**src/rtl/fetch_pkg.sv**
```systemverilog
// Shared types and constants for the instruction fetch front end.
// Covers FSM states, fault codes, instruction field positions and PC arithmetic steps.
package fetch_pkg;

  typedef enum logic [1:0] {
    IDLE  = 2'd0,
    FETCH = 2'd1,
    ISSUE = 2'd2,
    FAULT = 2'd3
  } state_t;

  localparam logic [1:0] FLT_NONE     = 2'b00;
  localparam logic [1:0] FLT_TIMEOUT  = 2'b01;
  localparam logic [1:0] FLT_MISALIGN = 2'b10;

  localparam int COND_HI  = 31;
  localparam int COND_LO  = 28;
  localparam int OP_HI    = 27;
  localparam int OP_LO    = 26;
  localparam int FUNCT_HI = 25;
  localparam int FUNCT_LO = 20;
  localparam int RN_HI    = 19;
  localparam int RN_LO    = 16;
  localparam int RD_HI    = 15;
  localparam int RD_LO    = 12;

  localparam logic [31:0] PC_STEP       = 32'd4;
  localparam logic [31:0] PC_R15_OFFSET = 32'd8;

endpackage

```
**src/rtl/fetch_timeout_counter.sv**
```systemverilog
// Counts FETCH cycles without an ack.
// Expires once the count reaches ACK_TIMEOUT-1, then saturates.
module fetch_timeout_counter
  import fetch_pkg::*;
#(
  parameter int ACK_TIMEOUT = 16
) (
  input  logic clk,
  input  logic rst,
  input  logic i_clear,
  input  logic i_enable,
  output logic o_expired
);

  localparam logic [7:0] LIMIT = 8'(ACK_TIMEOUT - 1);

  logic [7:0] r_count;

  always_ff @(posedge clk) begin
    if (rst || i_clear) begin
      r_count <= 8'd0;
    end else if (i_enable && (r_count != LIMIT)) begin
      r_count <= r_count + 8'd1;
    end
  end

  assign o_expired = (r_count == LIMIT);

endmodule

```
**src/rtl/instr_fetch_unit.sv**
```systemverilog
// PC holder and instruction fetcher: req/ack toward memory, valid/ready toward the control unit.
// Handshakes: imem_ack counts only in FETCH; an instruction is accepted on a cycle with instr_valid && instr_ready.
module instr_fetch_unit
  import fetch_pkg::*;
#(
  parameter logic [31:0] RESET_PC    = 32'h0000_0000,
  parameter int          ACK_TIMEOUT = 16
) (
  input  logic        clk,
  input  logic        rst,
  output logic        imem_req,
  output logic [31:0] imem_addr,
  input  logic        imem_ack,
  input  logic [31:0] imem_rdata,
  output logic        instr_valid,
  input  logic        instr_ready,
  input  logic        pc_src,
  input  logic [31:0] branch_target,
  output logic [31:0] instr,
  output logic [3:0]  cond,
  output logic [1:0]  op,
  output logic [5:0]  funct,
  output logic [3:0]  rn,
  output logic [3:0]  rd,
  output logic [31:0] pc,
  output logic [31:0] pc_plus8,
  output logic        fault,
  output logic [1:0]  fault_code,
  output state_t      o_dbg_state
);

  state_t      r_state;
  state_t      w_next_state;
  logic [31:0] r_pc;
  logic [31:0] w_pc_next;
  logic [31:0] r_instr;
  logic [1:0]  r_fault_code;
  logic [1:0]  w_fault_code_next;
  logic        w_load_instr;
  logic        w_tmo_clear;
  logic        w_tmo_enable;
  logic        w_tmo_expired;

  // The counter only runs across consecutive un-acked FETCH cycles.
  assign w_tmo_clear  = (r_state != FETCH) || imem_ack;
  assign w_tmo_enable = (r_state == FETCH) && !imem_ack;

  fetch_timeout_counter #(
    .ACK_TIMEOUT(ACK_TIMEOUT)
  ) u_timeout (
    .clk      (clk),
    .rst      (rst),
    .i_clear  (w_tmo_clear),
    .i_enable (w_tmo_enable),
    .o_expired(w_tmo_expired)
  );

  always_comb begin
    w_next_state      = r_state;
    w_pc_next         = r_pc;
    w_fault_code_next = r_fault_code;
    w_load_instr      = 1'b0;
    case (r_state)
      IDLE: w_next_state = FETCH;
      FETCH: begin
        // Ack takes priority over a timeout in the same cycle.
        if (imem_ack) begin
          w_load_instr = 1'b1;
          w_next_state = ISSUE;
        end else if (w_tmo_expired) begin
          w_fault_code_next = FLT_TIMEOUT;
          w_next_state      = FAULT;
        end
      end
      ISSUE: begin
        if (instr_ready) begin
          if (!pc_src) begin
            w_pc_next    = r_pc + PC_STEP;
            w_next_state = FETCH;
          end else if (branch_target[1:0] == 2'b00) begin
            w_pc_next    = branch_target;
            w_next_state = FETCH;
          end else begin
            w_fault_code_next = FLT_MISALIGN;
            w_next_state      = FAULT;
          end
        end
      end
      FAULT: w_next_state = FAULT;
      default: w_next_state = IDLE;
    endcase
  end

  always_ff @(posedge clk) begin
    if (rst) begin
      r_state      <= IDLE;
      r_pc         <= RESET_PC;
      r_instr      <= 32'd0;
      r_fault_code <= FLT_NONE;
    end else begin
      r_state      <= w_next_state;
      r_pc         <= w_pc_next;
      r_fault_code <= w_fault_code_next;
      if (w_load_instr) begin
        r_instr <= imem_rdata;
      end
    end
  end

  assign imem_req    = (r_state == FETCH);
  assign imem_addr   = r_pc;
  assign instr_valid = (r_state == ISSUE);
  assign instr       = r_instr;
  assign cond        = r_instr[COND_HI:COND_LO];
  assign op          = r_instr[OP_HI:OP_LO];
  assign funct       = r_instr[FUNCT_HI:FUNCT_LO];
  assign rn          = r_instr[RN_HI:RN_LO];
  assign rd          = r_instr[RD_HI:RD_LO];
  assign pc          = r_pc;
  assign pc_plus8    = r_pc + PC_R15_OFFSET;
  assign fault       = (r_state == FAULT);
  assign fault_code  = r_fault_code;
  assign o_dbg_state = r_state;

endmodule
```
**config.mk**
```make
export PLATFORM = sky130hd
export DESIGN_NAME = instr_fetch_unit
export DESIGN_NICKNAME = d
export VERILOG_FILES = /design/src/rtl/fetch_pkg.sv /design/src/rtl/fetch_timeout_counter.sv /design/src/rtl/instr_fetch_unit.sv
export SDC_FILE = /design/constraint.sdc
export NUM_CORES = 1
export LEC_CHECK = 0
export CORE_ASPECT_RATIO = 1.2
export CORE_MARGIN = 1.5
export CORE_UTILIZATION = 40
export CTS_BUF_LIST = sky130_fd_sc_hd__clkbuf_8 sky130_fd_sc_hd__clkbuf_16
export CTS_CLUSTER_SIZE = 40
export DETAILED_ROUTE_END_ITERATION = 6
export GPL_TIMING_DRIVEN = 0
export PLACE_DENSITY = 0.78
export SLEW_MARGIN = 0
export SYNTH_ARGS = -nofsm -noshare
export SYNTH_HDL_FRONTEND = slang
export SYNTH_SLANG_ARGS = --single-unit
```
**constraint.sdc**
```tcl
create_clock -name clk -period 2.9 [get_ports clk]
set_input_delay 0.435 -clock clk [delete_from_list [all_inputs] [get_ports clk]]
set_output_delay 0.435 -clock clk [all_outputs]
set_load 0.01 [all_outputs]
```
Word-level counts from Yosys, hierarchy flattened --
Cells that the tools add are included.
Word-level totals: register bits after elaboration 76, latch bits 0, memory bits (writable) 0, ROM bits 0, input port bits 69, output and inout bits 155, word-level logic and storage cells 48, memories kept 0
Operators by class: add/sub/neg operators 3, multiply operators 0, divide/modulo/power cells 0, order comparisons 0, equality and inequality tests 13, shifts and indexed selects 0, mux-type cells 16, bitwise gates (word level) 0, reduce and logical (&&, ||, !) cells 11
Operators with widths (count):
- two-way mux 32 bit | 2
- adder 32 x 3 -> 32 bit (second input constant) | 1
- adder 32 x 4 -> 32 bit (second input constant) | 1
- two-way mux 2 bit | 10
- inequality test 2 x 1 -> 1 bit (second input constant) | 5
- adder 8 x 1 -> 8 bit (second input constant) | 1
- equality test 8 x 4 -> 1 bit (second input constant) | 1
- inequality test 8 x 4 -> 1 bit (second input constant) | 1
- case mux 2 bit (4 select lines) | 1
- AND reduction 6 bit | 1
- equality test 2 bit (second input constant) | 2
- zero test 2 bit | 2
- inequality test 2 bit (second input constant) | 2
- case mux 2 bit (2 select lines) | 1
- inequality test 3 x 1 -> 1 bit (second input constant) | 1
- AND reduction 3 bit | 1
- equality test 2 x 1 -> 1 bit (second input constant) | 1
- logical AND 1 bit | 2
- logical OR 1 bit | 2
- two-way mux 1 bit | 2
- AND reduction 2 bit | 1
- nonzero test 2 bit | 1
- zero test 1 bit | 1

Logic depth before layout (Yosys ltp) --
depth after elaboration 5, mapped depth 7

Modules after synthesis --
Synthesis repeated with hierarchy kept, for this count alone.
Second synthesis, totals: cell total of the unflattened synthesis 599, area, all modules 4553.1 µm²
Modules (own cells, without submodules):
- instr_fetch_unit | instances 1, cells each 551, area each 4139.0 µm², sequential area each 1361.3 µm²
- fetch_timeout_counter | instances 1, cells each 48, area each 414.1 µm², sequential area each 160.2 µm²

Worst setup path after synthesis --
OpenSTA, ideal clock, no wires.
path kind reg-to-output, start register r_pc[4], in the netlist imem_addr[4], end output port pc_plus8[31], arrival time 1.985 ns, required time 2.465 ns, slack 0.480 ns, stages on the path, launching flop included 8, cell sequence dfxtp_1 > ha_1 > clkbuf_1 > nand2_1 > nor4_2 > buf_2 > nand4_1 > xnor2_1
Between the ends: longest elaborated chain between the ends 1
Ends and longest elaborated chain:
- start: declaration | RTL line instr_fetch_unit.sv:34 | logic [31:0] r_pc;
- start signal: assignment | RTL line instr_fetch_unit.sv:102 | r_pc <= w_pc_next;
- adder 32 x 4 -> 32 bit | RTL line instr_fetch_unit.sv:120 | assign pc_plus8 = r_pc + PC_R15_OFFSET;
- end: declaration | RTL line instr_fetch_unit.sv:26 | output logic [31:0] pc_plus8,
Every way passes these cells.

Worst setup path after layout --
start register r_pc[14], in the netlist imem_addr[14], end output port pc_plus8[23]
Same word-level chain as after synthesis.

==> impl_metrics.csv <==
group,metric,value,unit
status,status,"finished clean",
min_path,hold_start,"instr[11]",
sta,slew_violations,0,
synth,synth.yosys.seq_area_share,0.316,
worst_setup_path,cp_cell_sequence,"clkbuf_4 -> nand2_1 -> nor4_4 -> buf_4 -> buf_4 -> nand2_1 -> xnor2_1 -> clkdlybuf4s50_1",
worst_setup_path,critPathMaxStageDelay,0.55,ns
placed_design,portBuffers,222,
synth,synth_top_area_share,0.316,
synth,synth_common_cells,"nand2_1 (110), dfxtp_1 (76), buf_4 (55)",
worst_setup_path,endpoint_kind,"primary output",
sta,fin_ws,0.0600,ns
grt,antenna_found_initial,0,
synth,synth_ff_type,"dfxtp_1",
synth,yosysUniqueCellTypes,70,
sta,tightest_slew,0.801,ns
pwr,vdd_drop_max,0.296,mV
clocking,cts_tree,"built",
synth,synth_edf_count,0,
worst_setup_path,crit_buf_inv,4,
layout,final.fill_count,1001,
job,drv_cap,0,
placed_design,place_area,7240,sq um
sta,timing.setup.tns,0,ns
floorplan,coreArea,11700,sq um
min_path,hold-path-endpoint,"instr[11]",
detailed_routing,post-route-drc-count,0,
detailed_routing,wl_per_cell,19.0,um
sta,setup_viol,0,
synth,synth_cells,621,
placed_design,dp_hpwl,14500,um
sta,period_share,0.979,
clocking,cts-root-buf,"clkbuf_16",
worst_setup_path,startpoint_type,"flip-flop",
worst_setup_path,crit_fanout,8,
layout,layout-area-overhead-vs-synth,60.5,%
worst_setup_path,critPathRequiredTime,2.47,ns
min_path,min_path_type,"reg -> reg",
synth,yosys-top-cells-area,"dfxtp_1 (32%), buf_4 (8.6%), nand2_1 (8.6%), a21oi_1 (5.1%), xnor2_1 (4.4%)",
layout,final_nets,934,
clocking,numClockSinks,76,
sta,finalClockSkew,0.00468,ns
worst_setup_path,r2r_end,"imem_addr[13]",
floorplan,fp.dieArea,12700,sq um
worst_setup_path,arrival,2.40,ns
grt,grt_max_degree,14,
floorplan,die_h,123,um
pwr,p_leak,2.89,nW
sta,hold_slack,0.455,ns
worst_setup_path,rr_worst_depth,5,
sta,slew_headroom,0.462,
worst_setup_path,worstReg2RegStart,"o_dbg_state[1]",
synth,yosys_register_bits,76,
layout,n_antenna_cell,0,
worst_setup_path,crit_slowest_cell,"clkdlybuf4s50_1",
detailed_routing,ant_nets,0,
floorplan,ios,224,
clocking,insertion_delay,0.34,ns
detailed_routing,wirelength,19400,um
synth,synth_top_area_cell,"dfxtp_1",
grt,grt_pass1_wl,29200,um
pwr,total_power,0.00265,W
grt,grt_use_total,0.299,
synth,ys_warn_count,0,
min_path,hold_path_depth,2,
grt,grt_pass1_vias,5534,
sta,fmax,352,MHz
sta,min_period,2.84,ns
clocking,cts_buffers,9,
detailed_routing,drtIter0Drc,419,
layout,fin_area,7740,sq um
placed_design,place_worst_setup_slack,-0.469,ns
placed_design,place_congestion,0.932,
synth,async_flop_share,0,
synth,netlist_area,4820,sq um
synth,yosysMostFrequentCell,"nand2_1",
detailed_routing,viasPerCell,5.67,
floorplan,start_util,0.413,
pwr,powerDensity,343,nW/um^2
clocking,htreeDepth,3,
synth,synth_fp_nets,693,
clocking,clk_pin_slew,0.06,ns
detailed_routing,via_count,5804,
clocking,clk_path_buf_depth,2,
sta,finalHoldViolCount,0,
synth,syn_area_per_cell,7.76,sq um
grt,grt.overflow.total,0,
worst_setup_path,critPathTopFamily,"buffers and inverters",
floorplan,row_count,43,
detailed_routing,first_pass_iters,7,
worst_setup_path,ff2ff_setup_slack,0.45,ns
worst_setup_path,path_class,"reg -> out",
floorplan,fp.dieW,103,um
layout,drive_above_1_share,0.157,
sta,rsz0062_at_grt,"false",
placed cells by master (no fill, tap or decap), types with 4 or more instances in the layout:
cell type,instances
a211oi_1,13
a21oi_1,49
a221oi_1,4
a311oi_1,8
a32o_1,5
and2_1,7
and3_1,13
buf_1,4
buf_2,6
buf_4,71
buf_6,4
clkbuf_1,24
clkbuf_16,9
clkbuf_2,4
clkbuf_4,4
clkdlybuf4s50_1,212
dfxtp_1,70
dfxtp_2,4
dlygate4sd2_1,6
dlymetal6s2s_1,4
inv_1,6
mux2i_1,4
nand2_1,109
nand3_1,24
nand4_1,17
nor2_1,23
nor3_1,8
nor4_1,5
nor4_4,4
o21ai_0,16
o31ai_1,4
o41ai_1,4
xnor2_1,24
xor2_1,9
per-layer routing:
layer	global-route usage	routed length (um)
met5	0	0
met4	0.133	618
met3	0.0396	1570
met2	0.509	9900
met1	0.374	7340
state kept, by name, summed over array words and instances, names as in the netlist:
| name | count |
|---|---|
| instr | 32 |
| imem_addr | 32 |
| o_dbg_state | 2 |
| u_timeout.r_count | 8 |
| fault_code | 2 |
tightest hold or removal path: stages (launching register included):
cell and delay, ns:
dfxtp_1 0.30, nand2_1 0.05, a21oi_1 0.05
worst max-delay path by stage:
stage               slack, ns            to  cells after the start           from
floorplan                0.48  pc_plus8[31]                      7   imem_addr[4]
global placement        -0.47  pc_plus8[29]                      8   imem_addr[4]
detailed placement      -0.47  pc_plus8[21]                      8   imem_addr[4]
CTS                   0.00005  pc_plus8[21]                      8   imem_addr[6]
global route            0.004  pc_plus8[23]                      7   imem_addr[9]
finish                   0.06  pc_plus8[23]                      8  imem_addr[14]
logic make-up after synthesis:
| family | synth area share |
|---|---|
| adders and majority gates | 0.00779 |
| and+or+nand+nor | 0.264 |
| AOI/OAI and AO/OA | 0.207 |
| buffers and inverters | 0.137 |
| muxes | 0.00831 |
| DFF | 0.316 |
| xor gates and xnor gates | 0.0600 |
final cells by class:
| class | count | area (sq um) | share of cell area |
|---|---|---|---|
| clock inverters | 7 | 43.8 | 0.00566 |
| repair buffers | 237 | 2340 | 0.303 |
| inverters | 6 | 22.5 | 0.00291 |
| well taps | 157 | 196 | 0.0254 |
| multi-input cells | 430 | 2730 | 0.352 |
| plain buffers | 102 | 647 | 0.0836 |
| flip-flops and latches | 76 | 1530 | 0.198 |
| clock buffers | 9 | 225 | 0.0291 |
timing repair:
| action | CTS | global route |
|---|---|---|
| endpoints found under the hold margin | 0 | 0 |
| hold buffers | 0 | 0 |
| pin swaps | 6 | 1 |
| buffers inserted | 9 | 5 |
| gates cloned | 1 | 0 |
| gates resized for setup | 31 | 16 |
| setup endpoints to repair | 20 | 11 |
stage by stage:
stage | util | instances
6_report | 0.663 | 1024
5_1_grt | 0.663 | 1024
4_1_cts | 0.656 | 1020
3_5_place_dp | 0.620 | 1000
3_3_place_gp | 0.620 | 1000
2_1_floorplan | - | 621
power breakdown:
group | leakage [nW] | internal (W) | total, W | switching [W]
Sequential | 0.620 | 0.00108 | 0.00112 | 0.0000404
Combinational | 2.14 | 0.000269 | 0.000494 | 0.000225
Clock | 0.137 | 0.000576 | 0.00104 | 0.000468
Note: power is estimated with default switching activity, not from simulation.
